--- src/rtl/types.sv ---
// Shared RV32I decode types: instruction formats, opcodes and the decoded payload
// carried through the decode stage registers.
package types;

  typedef enum logic [2:0] {
    R_TYPE,
    I_TYPE,
    S_TYPE,
    B_TYPE,
    U_TYPE,
    J_TYPE,
    INVALID_TYPE
  } inst_format_e;

  localparam logic [6:0] OPC_OP       = 7'b0110011;
  localparam logic [6:0] OPC_OP_IMM   = 7'b0010011;
  localparam logic [6:0] OPC_LOAD     = 7'b0000011;
  localparam logic [6:0] OPC_STORE    = 7'b0100011;
  localparam logic [6:0] OPC_BRANCH   = 7'b1100011;
  localparam logic [6:0] OPC_JAL      = 7'b1101111;
  localparam logic [6:0] OPC_JALR     = 7'b1100111;
  localparam logic [6:0] OPC_LUI      = 7'b0110111;
  localparam logic [6:0] OPC_AUIPC    = 7'b0010111;
  localparam logic [6:0] OPC_MISC_MEM = 7'b0001111;
  localparam logic [6:0] OPC_SYSTEM   = 7'b1110011;

  typedef struct packed {
    logic [31:0]  pc;
    inst_format_e fmt;
    logic [6:0]   opcode;
    logic [2:0]   funct3;
    logic [6:0]   funct7;
    logic [4:0]   rs1;
    logic [4:0]   rs2;
    logic [4:0]   rd;
    logic [31:0]  imm;
    logic         illegal;
  } decoded_inst_t;

  function automatic decoded_inst_t decoded_reset();
    decoded_inst_t d;
    d         = '0;
    d.fmt     = INVALID_TYPE;
    return d;
  endfunction

endpackage

--- src/rtl/decode_stage_if.sv ---
// Fetch-side and execute-side handshake bundle of the decode stage.
interface decode_stage_if;
  import types::*;

  logic         in_valid_i;
  logic         in_ready_o;
  logic [31:0]  inst_i;
  logic [31:0]  pc_i;
  logic         flush_i;
  logic         out_valid_o;
  logic         out_ready_i;
  logic [31:0]  pc_o;
  inst_format_e format_o;
  logic [6:0]   opcode_o;
  logic [2:0]   funct3_o;
  logic [6:0]   funct7_o;
  logic [4:0]   rs1_o;
  logic [4:0]   rs2_o;
  logic [4:0]   rd_o;
  logic [31:0]  imm_o;
  logic         illegal_o;

  modport slave (
    input  in_valid_i, inst_i, pc_i, flush_i, out_ready_i,
    output in_ready_o, out_valid_o, pc_o, format_o, opcode_o, funct3_o, funct7_o,
           rs1_o, rs2_o, rd_o, imm_o, illegal_o
  );

  modport master (
    output in_valid_i, inst_i, pc_i, flush_i, out_ready_i,
    input  in_ready_o, out_valid_o, pc_o, format_o, opcode_o, funct3_o, funct7_o,
           rs1_o, rs2_o, rd_o, imm_o, illegal_o
  );

endinterface

--- src/rtl/inst_decode_comb.sv ---
// Purely combinational RV32I field/format/immediate decode with illegal check.
module inst_decode_comb import types::*; #(
  parameter bit ENABLE_M      = 1'b0,
  parameter bit ENABLE_SYSTEM = 1'b1
) (
  input  logic [31:0]   inst_i,
  input  logic [31:0]   pc_i,
  output decoded_inst_t dec_o
);

  logic [6:0]   opcode;
  logic [2:0]   funct3;
  logic [6:0]   funct7_raw;
  inst_format_e fmt;
  logic [31:0]  imm;
  logic         illegal;
  logic         shift_imm;

  assign opcode     = inst_i[6:0];
  assign funct3     = inst_i[14:12];
  assign funct7_raw = inst_i[31:25];
  assign shift_imm  = (opcode == OPC_OP_IMM) && (funct3 == 3'b001 || funct3 == 3'b101);

  always_comb begin
    fmt = INVALID_TYPE;
    case (opcode)
      OPC_OP:                          fmt = R_TYPE;
      OPC_JALR, OPC_LOAD, OPC_OP_IMM:  fmt = I_TYPE;
      OPC_MISC_MEM, OPC_SYSTEM:        fmt = ENABLE_SYSTEM ? I_TYPE : INVALID_TYPE;
      OPC_STORE:                       fmt = S_TYPE;
      OPC_BRANCH:                      fmt = B_TYPE;
      OPC_LUI, OPC_AUIPC:              fmt = U_TYPE;
      OPC_JAL:                         fmt = J_TYPE;
      default:                         fmt = INVALID_TYPE;
    endcase
  end

  always_comb begin
    imm = '0;
    case (fmt)
      I_TYPE:  imm = {{20{inst_i[31]}}, inst_i[31:20]};
      S_TYPE:  imm = {{20{inst_i[31]}}, inst_i[31:25], inst_i[11:7]};
      B_TYPE:  imm = {{19{inst_i[31]}}, inst_i[31], inst_i[7], inst_i[30:25], inst_i[11:8], 1'b0};
      U_TYPE:  imm = {inst_i[31:12], 12'b0};
      J_TYPE:  imm = {{11{inst_i[31]}}, inst_i[31], inst_i[19:12], inst_i[20], inst_i[30:21],
                      1'b0};
      default: imm = '0;
    endcase
  end

  always_comb begin
    illegal = (inst_i[1:0] != 2'b11) || (fmt == INVALID_TYPE);
    case (opcode)
      OPC_OP: begin
        if (!((funct7_raw == 7'b0000000) ||
              (funct7_raw == 7'b0100000 && (funct3 == 3'b000 || funct3 == 3'b101)) ||
              (funct7_raw == 7'b0000001 && ENABLE_M))) begin
          illegal = 1'b1;
        end
      end
      OPC_OP_IMM: begin
        if (funct3 == 3'b001 && funct7_raw != 7'b0000000) illegal = 1'b1;
        if (funct3 == 3'b101 && funct7_raw != 7'b0000000 && funct7_raw != 7'b0100000) begin
          illegal = 1'b1;
        end
      end
      OPC_LOAD:   if (funct3 == 3'b011 || funct3 == 3'b110 || funct3 == 3'b111) illegal = 1'b1;
      OPC_STORE:  if (funct3 > 3'b010) illegal = 1'b1;
      OPC_BRANCH: if (funct3 == 3'b010 || funct3 == 3'b011) illegal = 1'b1;
      OPC_JALR:   if (funct3 != 3'b000) illegal = 1'b1;
      default:    ;
    endcase
  end

  always_comb begin
    dec_o         = '0;
    dec_o.pc      = pc_i;
    dec_o.fmt     = fmt;
    dec_o.opcode  = opcode;
    dec_o.funct3  = funct3;
    dec_o.funct7  = (fmt == R_TYPE || shift_imm) ? funct7_raw : 7'b0;
    dec_o.rs1     = inst_i[19:15];
    dec_o.rs2     = inst_i[24:20];
    dec_o.rd      = inst_i[11:7];
    dec_o.imm     = imm;
    dec_o.illegal = illegal;
  end

endmodule

--- src/rtl/decode_stage.sv ---
// Registered decode stage: output register plus skid register, so in_ready depends
// only on local state while keeping full throughput and strict FIFO order.
module decode_stage import types::*; #(
  parameter bit ENABLE_M      = 1'b0,
  parameter bit ENABLE_SYSTEM = 1'b1
) (
  input logic          clk_i,
  input logic          rst_i,
  decode_stage_if.slave bus
);

  decoded_inst_t dec;
  decoded_inst_t or_q, or_d;
  decoded_inst_t sr_q, sr_d;
  logic          or_valid_q, or_valid_d;
  logic          sr_valid_q, sr_valid_d;
  logic          accept;
  logic          drain;

  inst_decode_comb #(
    .ENABLE_M      (ENABLE_M),
    .ENABLE_SYSTEM (ENABLE_SYSTEM)
  ) u_decode (
    .inst_i (bus.inst_i),
    .pc_i   (bus.pc_i),
    .dec_o  (dec)
  );

  assign accept = bus.in_valid_i && !sr_valid_q && !bus.flush_i;
  assign drain  = or_valid_q && bus.out_ready_i;

  always_comb begin
    or_d       = or_q;
    sr_d       = sr_q;
    or_valid_d = or_valid_q;
    sr_valid_d = sr_valid_q;
    if (bus.flush_i) begin
      or_valid_d = 1'b0;
      sr_valid_d = 1'b0;
    end else if (drain) begin
      if (sr_valid_q) begin
        // Skid entry refills the output; a same-cycle accept lands behind it.
        or_d       = sr_q;
        sr_valid_d = accept;
        if (accept) sr_d = dec;
      end else begin
        or_valid_d = accept;
        if (accept) or_d = dec;
      end
    end else if (accept) begin
      if (!or_valid_q) begin
        or_d       = dec;
        or_valid_d = 1'b1;
      end else begin
        sr_d       = dec;
        sr_valid_d = 1'b1;
      end
    end
  end

  always_ff @(posedge clk_i) begin
    if (rst_i) begin
      or_q       <= decoded_reset();
      sr_q       <= decoded_reset();
      or_valid_q <= 1'b0;
      sr_valid_q <= 1'b0;
    end else begin
      or_q       <= or_d;
      sr_q       <= sr_d;
      or_valid_q <= or_valid_d;
      sr_valid_q <= sr_valid_d;
    end
  end

  assign bus.in_ready_o  = !sr_valid_q;
  assign bus.out_valid_o = or_valid_q;
  assign bus.pc_o        = or_q.pc;
  assign bus.format_o    = or_q.fmt;
  assign bus.opcode_o    = or_q.opcode;
  assign bus.funct3_o    = or_q.funct3;
  assign bus.funct7_o    = or_q.funct7;
  assign bus.rs1_o       = or_q.rs1;
  assign bus.rs2_o       = or_q.rs2;
  assign bus.rd_o        = or_q.rd;
  assign bus.imm_o       = or_q.imm;
  assign bus.illegal_o   = or_q.illegal;

endmodule

--- src/flat_wrapper.sv ---
// flat-port wrapper written by rule: the top's interface ports become plain ports
module decode_stage_flat import types::*;
#(
  parameter bit ENABLE_M      = 1'b0,
  parameter bit ENABLE_SYSTEM = 1'b1
)
  (clk_i, rst_i, bus_in_valid_i, bus_inst_i, bus_pc_i, bus_flush_i, bus_out_ready_i, bus_in_ready_o, bus_out_valid_o, bus_pc_o, bus_format_o, bus_opcode_o, bus_funct3_o, bus_funct7_o, bus_rs1_o, bus_rs2_o, bus_rd_o, bus_imm_o, bus_illegal_o);
  decode_stage_if bus_i ();
  input logic clk_i;
  input logic rst_i;
  input wire logic [$bits(bus_i.in_valid_i)-1:0] bus_in_valid_i;
  input wire logic [$bits(bus_i.inst_i)-1:0] bus_inst_i;
  input wire logic [$bits(bus_i.pc_i)-1:0] bus_pc_i;
  input wire logic [$bits(bus_i.flush_i)-1:0] bus_flush_i;
  input wire logic [$bits(bus_i.out_ready_i)-1:0] bus_out_ready_i;
  output wire logic [$bits(bus_i.in_ready_o)-1:0] bus_in_ready_o;
  output wire logic [$bits(bus_i.out_valid_o)-1:0] bus_out_valid_o;
  output wire logic [$bits(bus_i.pc_o)-1:0] bus_pc_o;
  output wire logic [$bits(bus_i.format_o)-1:0] bus_format_o;
  output wire logic [$bits(bus_i.opcode_o)-1:0] bus_opcode_o;
  output wire logic [$bits(bus_i.funct3_o)-1:0] bus_funct3_o;
  output wire logic [$bits(bus_i.funct7_o)-1:0] bus_funct7_o;
  output wire logic [$bits(bus_i.rs1_o)-1:0] bus_rs1_o;
  output wire logic [$bits(bus_i.rs2_o)-1:0] bus_rs2_o;
  output wire logic [$bits(bus_i.rd_o)-1:0] bus_rd_o;
  output wire logic [$bits(bus_i.imm_o)-1:0] bus_imm_o;
  output wire logic [$bits(bus_i.illegal_o)-1:0] bus_illegal_o;
  assign bus_i.in_valid_i = bus_in_valid_i;
  assign bus_i.inst_i = bus_inst_i;
  assign bus_i.pc_i = bus_pc_i;
  assign bus_i.flush_i = bus_flush_i;
  assign bus_i.out_ready_i = bus_out_ready_i;
  assign bus_in_ready_o = bus_i.in_ready_o;
  assign bus_out_valid_o = bus_i.out_valid_o;
  assign bus_pc_o = bus_i.pc_o;
  assign bus_format_o = bus_i.format_o;
  assign bus_opcode_o = bus_i.opcode_o;
  assign bus_funct3_o = bus_i.funct3_o;
  assign bus_funct7_o = bus_i.funct7_o;
  assign bus_rs1_o = bus_i.rs1_o;
  assign bus_rs2_o = bus_i.rs2_o;
  assign bus_rd_o = bus_i.rd_o;
  assign bus_imm_o = bus_i.imm_o;
  assign bus_illegal_o = bus_i.illegal_o;
  decode_stage #(.ENABLE_M(ENABLE_M), .ENABLE_SYSTEM(ENABLE_SYSTEM)) u_core (.clk_i(clk_i), .rst_i(rst_i), .bus(bus_i));
endmodule
--- config.mk ---
export PLATFORM = sky130hd
export DESIGN_NAME = decode_stage_flat
export DESIGN_NICKNAME = d
export VERILOG_FILES = /design/src/rtl/types.sv /design/src/rtl/decode_stage_if.sv /design/src/rtl/inst_decode_comb.sv /design/src/rtl/decode_stage.sv /design/src/flat_wrapper.sv
export SDC_FILE = /design/constraint.sdc
export NUM_CORES = 1
export LEC_CHECK = 0
export ABC_AREA = 1
export CORE_MARGIN = 3
export CORE_UTILIZATION = 52
export CTS_CLUSTER_DIAMETER = 120
export DETAILED_ROUTE_END_ITERATION = 10
export GPL_TIMING_DRIVEN = 0
export PLACE_DENSITY = 0.78
export SYNTH_ARGS = -nofsm -noshare
export SYNTH_HDL_FRONTEND = slang
export SYNTH_SLANG_ARGS = --single-unit
--- constraint.sdc ---
create_clock -name clk_i -period 2.74 [get_ports clk_i]
set_clock_uncertainty 0.05 [all_clocks]
set_input_delay 0.411 -clock clk_i [delete_from_list [all_inputs] [get_ports clk_i]]
set_output_delay 0.411 -clock clk_i [all_outputs]
set_load 0.02 [all_outputs]
---- Yosys cells after proc, flatten, opt, wreduce, memory -nomap -nowiden ----
Index checks and enable logic that the tools add are counted.
operators by class
  magnitude comparators ................... 1
  eq/ne operators ......................... 30
  mux-type cells .......................... 27
  bitwise operators ....................... 1
  reductions and logical operators ........ 33
operators by type and width
  kind                                                  count
  2-to-1 mux 100 bit                                    9
  one-hot mux 32 bit (5 select lines)                   1
  equality test 7 x 6 -> 1 bit (second input constant)  4
  equality test 7 bit (second input constant)           4
  equality test 3 bit (second input constant)           6
  one-hot mux 3 bit (6 select lines)                    1
  equality test 7 x 5 -> 1 bit (second input constant)  2
  2-to-1 mux 1 bit                                      14
  equality test 3 x 2 -> 1 bit (second input constant)  4
  logical AND 1 bit                                     8
  logical OR 1 bit                                      8
  != test 2 bit (second input constant)                 4
  equality test 7 x 2 -> 1 bit (second input constant)  1
  equality test 7 x 4 -> 1 bit (second input constant)  1
  zero test 7 bit                                       1
  2-to-1 mux 7 bit                                      1
  != test 7 x 6 -> 1 bit (second input constant)        1
  nonzero test 7 bit                                    1
  equality test 3 x 1 -> 1 bit (second input constant)  2
  zero test 3 bit                                       2
  one-hot mux 1 bit (6 select lines)                    1
  nonzero test 2 bit                                    3
  AND reduction 5 bit                                   1
  OR reduction 5 bit                                    1
  other kinds (8)                                       11
storage, ports and cells
  flip-flop bits (word level) ............. 202
  input port bits ......................... 69
  output and inout bits ................... 102

---- Longest topological paths before layout ----
  word-level depth ........................ 11
  gate-level depth with buffers ........... 19

---- Hierarchy ----
From an unflattened synthesis, not the netlist that was laid out.
second synthesis, totals
  cells, all modules ...................... 1,645
  area, all modules ....................... 10,194.8 sq um
by module, submodules not included
  module            instances  cells each  area an instance (sq um)
  decode_stage      1          1,404       8,779.7
  inst_decode_comb  1          241         1,415.1

---- Worst setup path after synthesis ----
No wires, ideal clock.
  path kind ............................... input -> register
  start ................................... input bus_inst_i[1]
  end ..................................... register u_core.or_q, in the netlist u_core.bus.imm_o[22]
  arrival ................................. 2.098 ns
  required time ........................... 2.550 ns
  setup slack ............................. 0.452 ns
  cell stages on the path ................. 18
  path through ............................ nand2_2 clkinv_1 nand2_1 nor2_1 inv_2 ha_1 nand2_1 nor2_1 nand2_4 nand2_4 nor2_8 nand2_4 nand2_2 nand2_4 buf_6 nand3_1 nand2_1 a21oi_2
on the way
  cells in the longest elaborated chain, start to end .. 8
  elaborated cells on any way between the ends .. 25
  classes of those cells .................. eq/ne (16); mux (7); reduce/logical (2)
RTL lines
  element                                                                           RTL line                                text
  start: declaration                                                                flat_wrapper.sv:12                      input wire logic [$bits(bus_i.inst_i)-1:0] bus_inst_i;
  equality test 7 x 5 -> 1 bit (tied with other cells)                              inst_decode_comb.sv:26                  case (opcode)
  OR reduction 5 bit (no source line) / OR reduction 2 bit (equally long branches)  -
  one-hot mux 3 bit (6 select lines) (*)                                            inst_decode_comb.sv:26
  equality test 3 bit (tied with other cells)                                       inst_decode_comb.sv:40                  case (fmt)
  one-hot mux 32 bit (5 select lines) (*)                                           inst_decode_comb.sv:40
  2-to-1 mux 100 bit, on equally long branches                                      decode_stage.sv:51, decode_stage.sv:48
  2-to-1 mux 100 bit, on equally long branches                                      decode_stage.sv:50, decode_stage.sv:41
  2-to-1 mux 100 bit (*)                                                            decode_stage.sv:40                      end else if (drain) begin
  end signal: assignment                                                            decode_stage.sv:63                      or_q <= decoded_reset();
  end signal: assignment                                                            decode_stage.sv:68                      or_q <= or_d;
  end: declaration                                                                  decode_stage.sv:13                      decoded_inst_t or_q, or_d;
Mark *: on every way between the ends. The rest lies on a longest branch, timed or not. The select of a mux whose other input is x is not followed.
A chain may end at the register's enable or synchronous reset.

---- Final worst setup path ----
  start ................................... input bus_inst_i[2]
  end ..................................... register u_core.or_q, in the netlist u_core.bus.imm_o[3]
The elaborated chain is that of the path after synthesis.

==> qor.csv <==
stage;metric;value;unit
hold_path;worst_hold_path_type;input pin to flop;
clock_network;total_number_of_clock_tree_sinks;202;
placement;post_dp_cell_area;10700;µm²
route;detailroute.via_count;9139;
global_routing;vias_in_the_first_global_route;8397;
placement;dpl.cell_count;1564;
clock_network;postCtsSetupBuffers;0;
sta;achievable-frequency;0.383;GHz
synthesis;synthDistinctLibCells;38;
sta;final.setup.tns;0;ps
final_layout;layoutNonFillerInstCount;1601;
final_layout;post_route_cells_drive_above_1_share;7.73;%
clock_network;insertion_delay;500;ps
critical_path;required;3120;ps
critical_path;critPathMostFrequentCell;nand2_1;
route;drt_drc_violations_left;0;
synthesis;sequential_fraction_of_the_synthesis_area;46.2;%
route;wire_per_inst;17.2;µm
critical_path;worstSetupEndpointType;flop;
placement;post-dp-hpwl;19500;µm
synthesis;avgSynthCellArea;7.42;µm²
critical_path;criticalPathCategory;input pin to flop;
clock_network;worst_setup_hold_path_clk_slew;60;ps
sta;grt_setup_unrepaired;no;
final_layout;net_count_of_the_finished_layout;1441;
die;row_count;46;
sta;worst_pin_slew;801;ps
sta;timing.final.crit_share;95.4;%
synthesis;yosysTopAreaCellShare;46.2;%
clock_network;tritoncts;yes;
synthesis;synth_enable_flop_cells;0;
synthesis;synth-warning-count;0;
sta;final_hold_viols;0;
die;dieHeight;136;µm
global_routing;grt_pass1_wl;43600;µm
synthesis;async_flop_share;0;%
critical_path;worst_path_max_delay_cell;clkdlybuf4s50_1;
die;fp.dieArea;18400;µm²
synthesis;synth-main-ff-cell;dfxtp_1;
clock_network;cts.root.buffer_cell;clkbuf_16;
final_layout;layout.cells.most_common_list;nand2_1 (257), dfxtp_1 (202), clkdlybuf4s50_1 (163);
clock_network;htree_levels;1;
sta;report.final.slew_viol_count;0;
critical_path;worstPathBufferInverterCount;3;
synthesis;mappedNetlistNets;1250;
outcome;status;completed;
critical_path;critical_path.top_delay_family;simple AND/OR/NAND/NOR gates;
global_routing;grt_antenna_before_repair;0;
clock_network;holdBufCountCts;0;
global_routing;groute.usage.overall;29.3;%
route;finalWirelength;27600;µm
route;drt_first_iter_violations;838;
power_and_ir_drop;power.ir.vdd_worst;0.391;mV
route;first_pass_iters;5;
power_and_ir_drop;power_density;558;nW/µm²
die;design.core.area;16200;µm²
synthesis;netlist_top_cells_area;dfxtp_1 (46%), nand2_1 (11%), o21ai_0 (9.3%);
critical_path;startpoint_type_of_the_worst_setup_path;input pin;
critical_path;worstPathCellList;clkdlybuf4s50_1 > nand2_1 > nor2_2 > inv_1 > o21ai_4 > inv_2 > ha_1 > nand2_1 > nand2_1 > nand3_2 > nand2_1 > o21ai_0 > nand2_1 > a21o_1 > a21oi_1;
route;antenna_violating_nets_post_route;0;
synthesis;yosys_register_bits;202;
sta;setup_viol;0;
die;floorplan.initialDensity;54.1;%
global_routing;grt_max_degree;14;
synthesis;yosysTopAreaCell;dfxtp_1;
route;via_per_inst;5.71;
synthesis;post_synth_inst_count;1180;
final_layout;antenna_cells_inserted;0;
global_routing;globalRoute.totalOverflow;0;
die;io_pins;171;
sta;slew_headroom;46.6;%
sta;post-route-min-period;2610;ps
final_layout;layout_commonest_cell;nand2_1;
power_and_ir_drop;power.total;6.37;mW
placement;place.gp.congestion;0.971;
run;maxCapViolations;0;
synthesis;netlist_area;8760;µm²
clock_network;cts-root-to-sink-buffers;3;
clock_network;cts_buffers;21;
final_layout;num-fill-cells;1347;
die;die_width;136;µm
critical_path;crit_fanout;6;
placement;place.port_buffers;168;
power_and_ir_drop;leak;4.75;nW
final_layout;layout.cell_area.non_filler;11400;µm²
critical_path;critical_path_arrival;3000;ps
critical_path;cpPeakStageDelay;560;ps
final_layout;area_growth;30.2;%
## per-stage QoR
step	worst slack (ps)	utilization, %	hold WS, ps
floorplan	452	-	393
detailed placement	-508	66.2	405
global route	3.28	70.5	273
CTS	6.70	70.2	244
finish	126	70.5	249
global placement	-468	66.2	402
## report_power, final
part           internal [mW]  leakage, nW  switching, mW
combinational          0.243         2.79          0.348
sequential              3.00         1.64         0.0291
clock                   1.59        0.322           1.16
total                   4.83         4.75           1.54
## final cells by class
cell class              count  area (µm²)  share of cell area (%)
plain buffers              93         408                    3.58
clock buffers              31         593                    5.20
clock inverters             6        55.1                   0.483
inverters                  51         194                    1.70
multi-input cells         834        4140                    36.3
flip-flops and latches    202        4040                    35.5
well taps                 216         270                    2.37
repair buffers            168        1690                    14.9
## cells in the mapped netlist (all sizes together), types with 2 or more instances
master,n
nand2,268
dfxtp,202
o21ai,164
nor2,148
a21oi,94
clkbuf,66
a31oi,57
inv,49
nand3,48
o211ai,36
buf,27
a21o,6
nand4,4
clkinv,2
## routing by layer
layer	GRT usage (%)	share of wire [%]	vias up
met4	10.0	3.0	0
met5	0	0	-
met3	4.01	10	70
met2	44.3	44	496
li1	-	-	4348
met1	43.0	43	4225
## registers in the layout (all words and copies together) (netlist names)
name	cells
u_core.bus.format_o	3
u_core.bus.rs2_o	5
u_core.bus.funct7_o	7
u_core.bus.out_valid_o	1
u_core.bus.funct3_o	3
u_core.bus.opcode_o	7
u_core.sr_q	100
u_core.bus.rd_o	5
u_core.bus.imm_o	32
u_core.sr_valid_q	1
u_core.bus.pc_o	32
u_core.bus.rs1_o	5
u_core.bus.illegal_o	1
## worst reg2reg max path, cell delays in order (launching register included)
cell and delay, ps:
dfxtp_1 360, nand2_1 90, nor2_2 480, inv_1 180
nand2_1 110, nand3_1 110, inv_2 270, clkbuf_1 480
o211ai_1 220, a21oi_1 150
## cells by family (layout without fill, tap and decap cells)
| kind of cell | Yosys count | after routing | synth area share, % |
|---|---|---|---|
| simple gates | 473 | 473 | 23.4 |
| compound gates | 360 | 360 | 23.4 |
| flops | 202 | 202 | 46.2 |
| buf+inv | 144 | 349 | 6.83 |
| fa+ha+maj | 1 | 1 | 0.143 |
## final timing paths
path / start / to / slack, ps / cells after the start
setup reg to reg: u_core.bus.out_valid_o / u_core.bus.funct7_o[5] / 170 / 9
hold reg to reg: u_core.bus.imm_o[16] / u_core.bus.imm_o[16] / 410 / 2
hold / removal: bus_inst_i[31] / u_core.sr_q[54] / 250 / 3
setup / recovery: bus_inst_i[2] / u_core.bus.imm_o[3] / 130 / 15
## repair_timing
| item | 4_1_cts | 5_1_grt |
|---|---|---|
| cloned | 0 | 0 |
| resized for setup | 1 | 16 |
| pin swaps | 0 | 0 |
| hold endpoints to repair | 0 | 0 |
| setup endpoints to repair | 4 | 113 |
(Power assumes the default switching activity.)
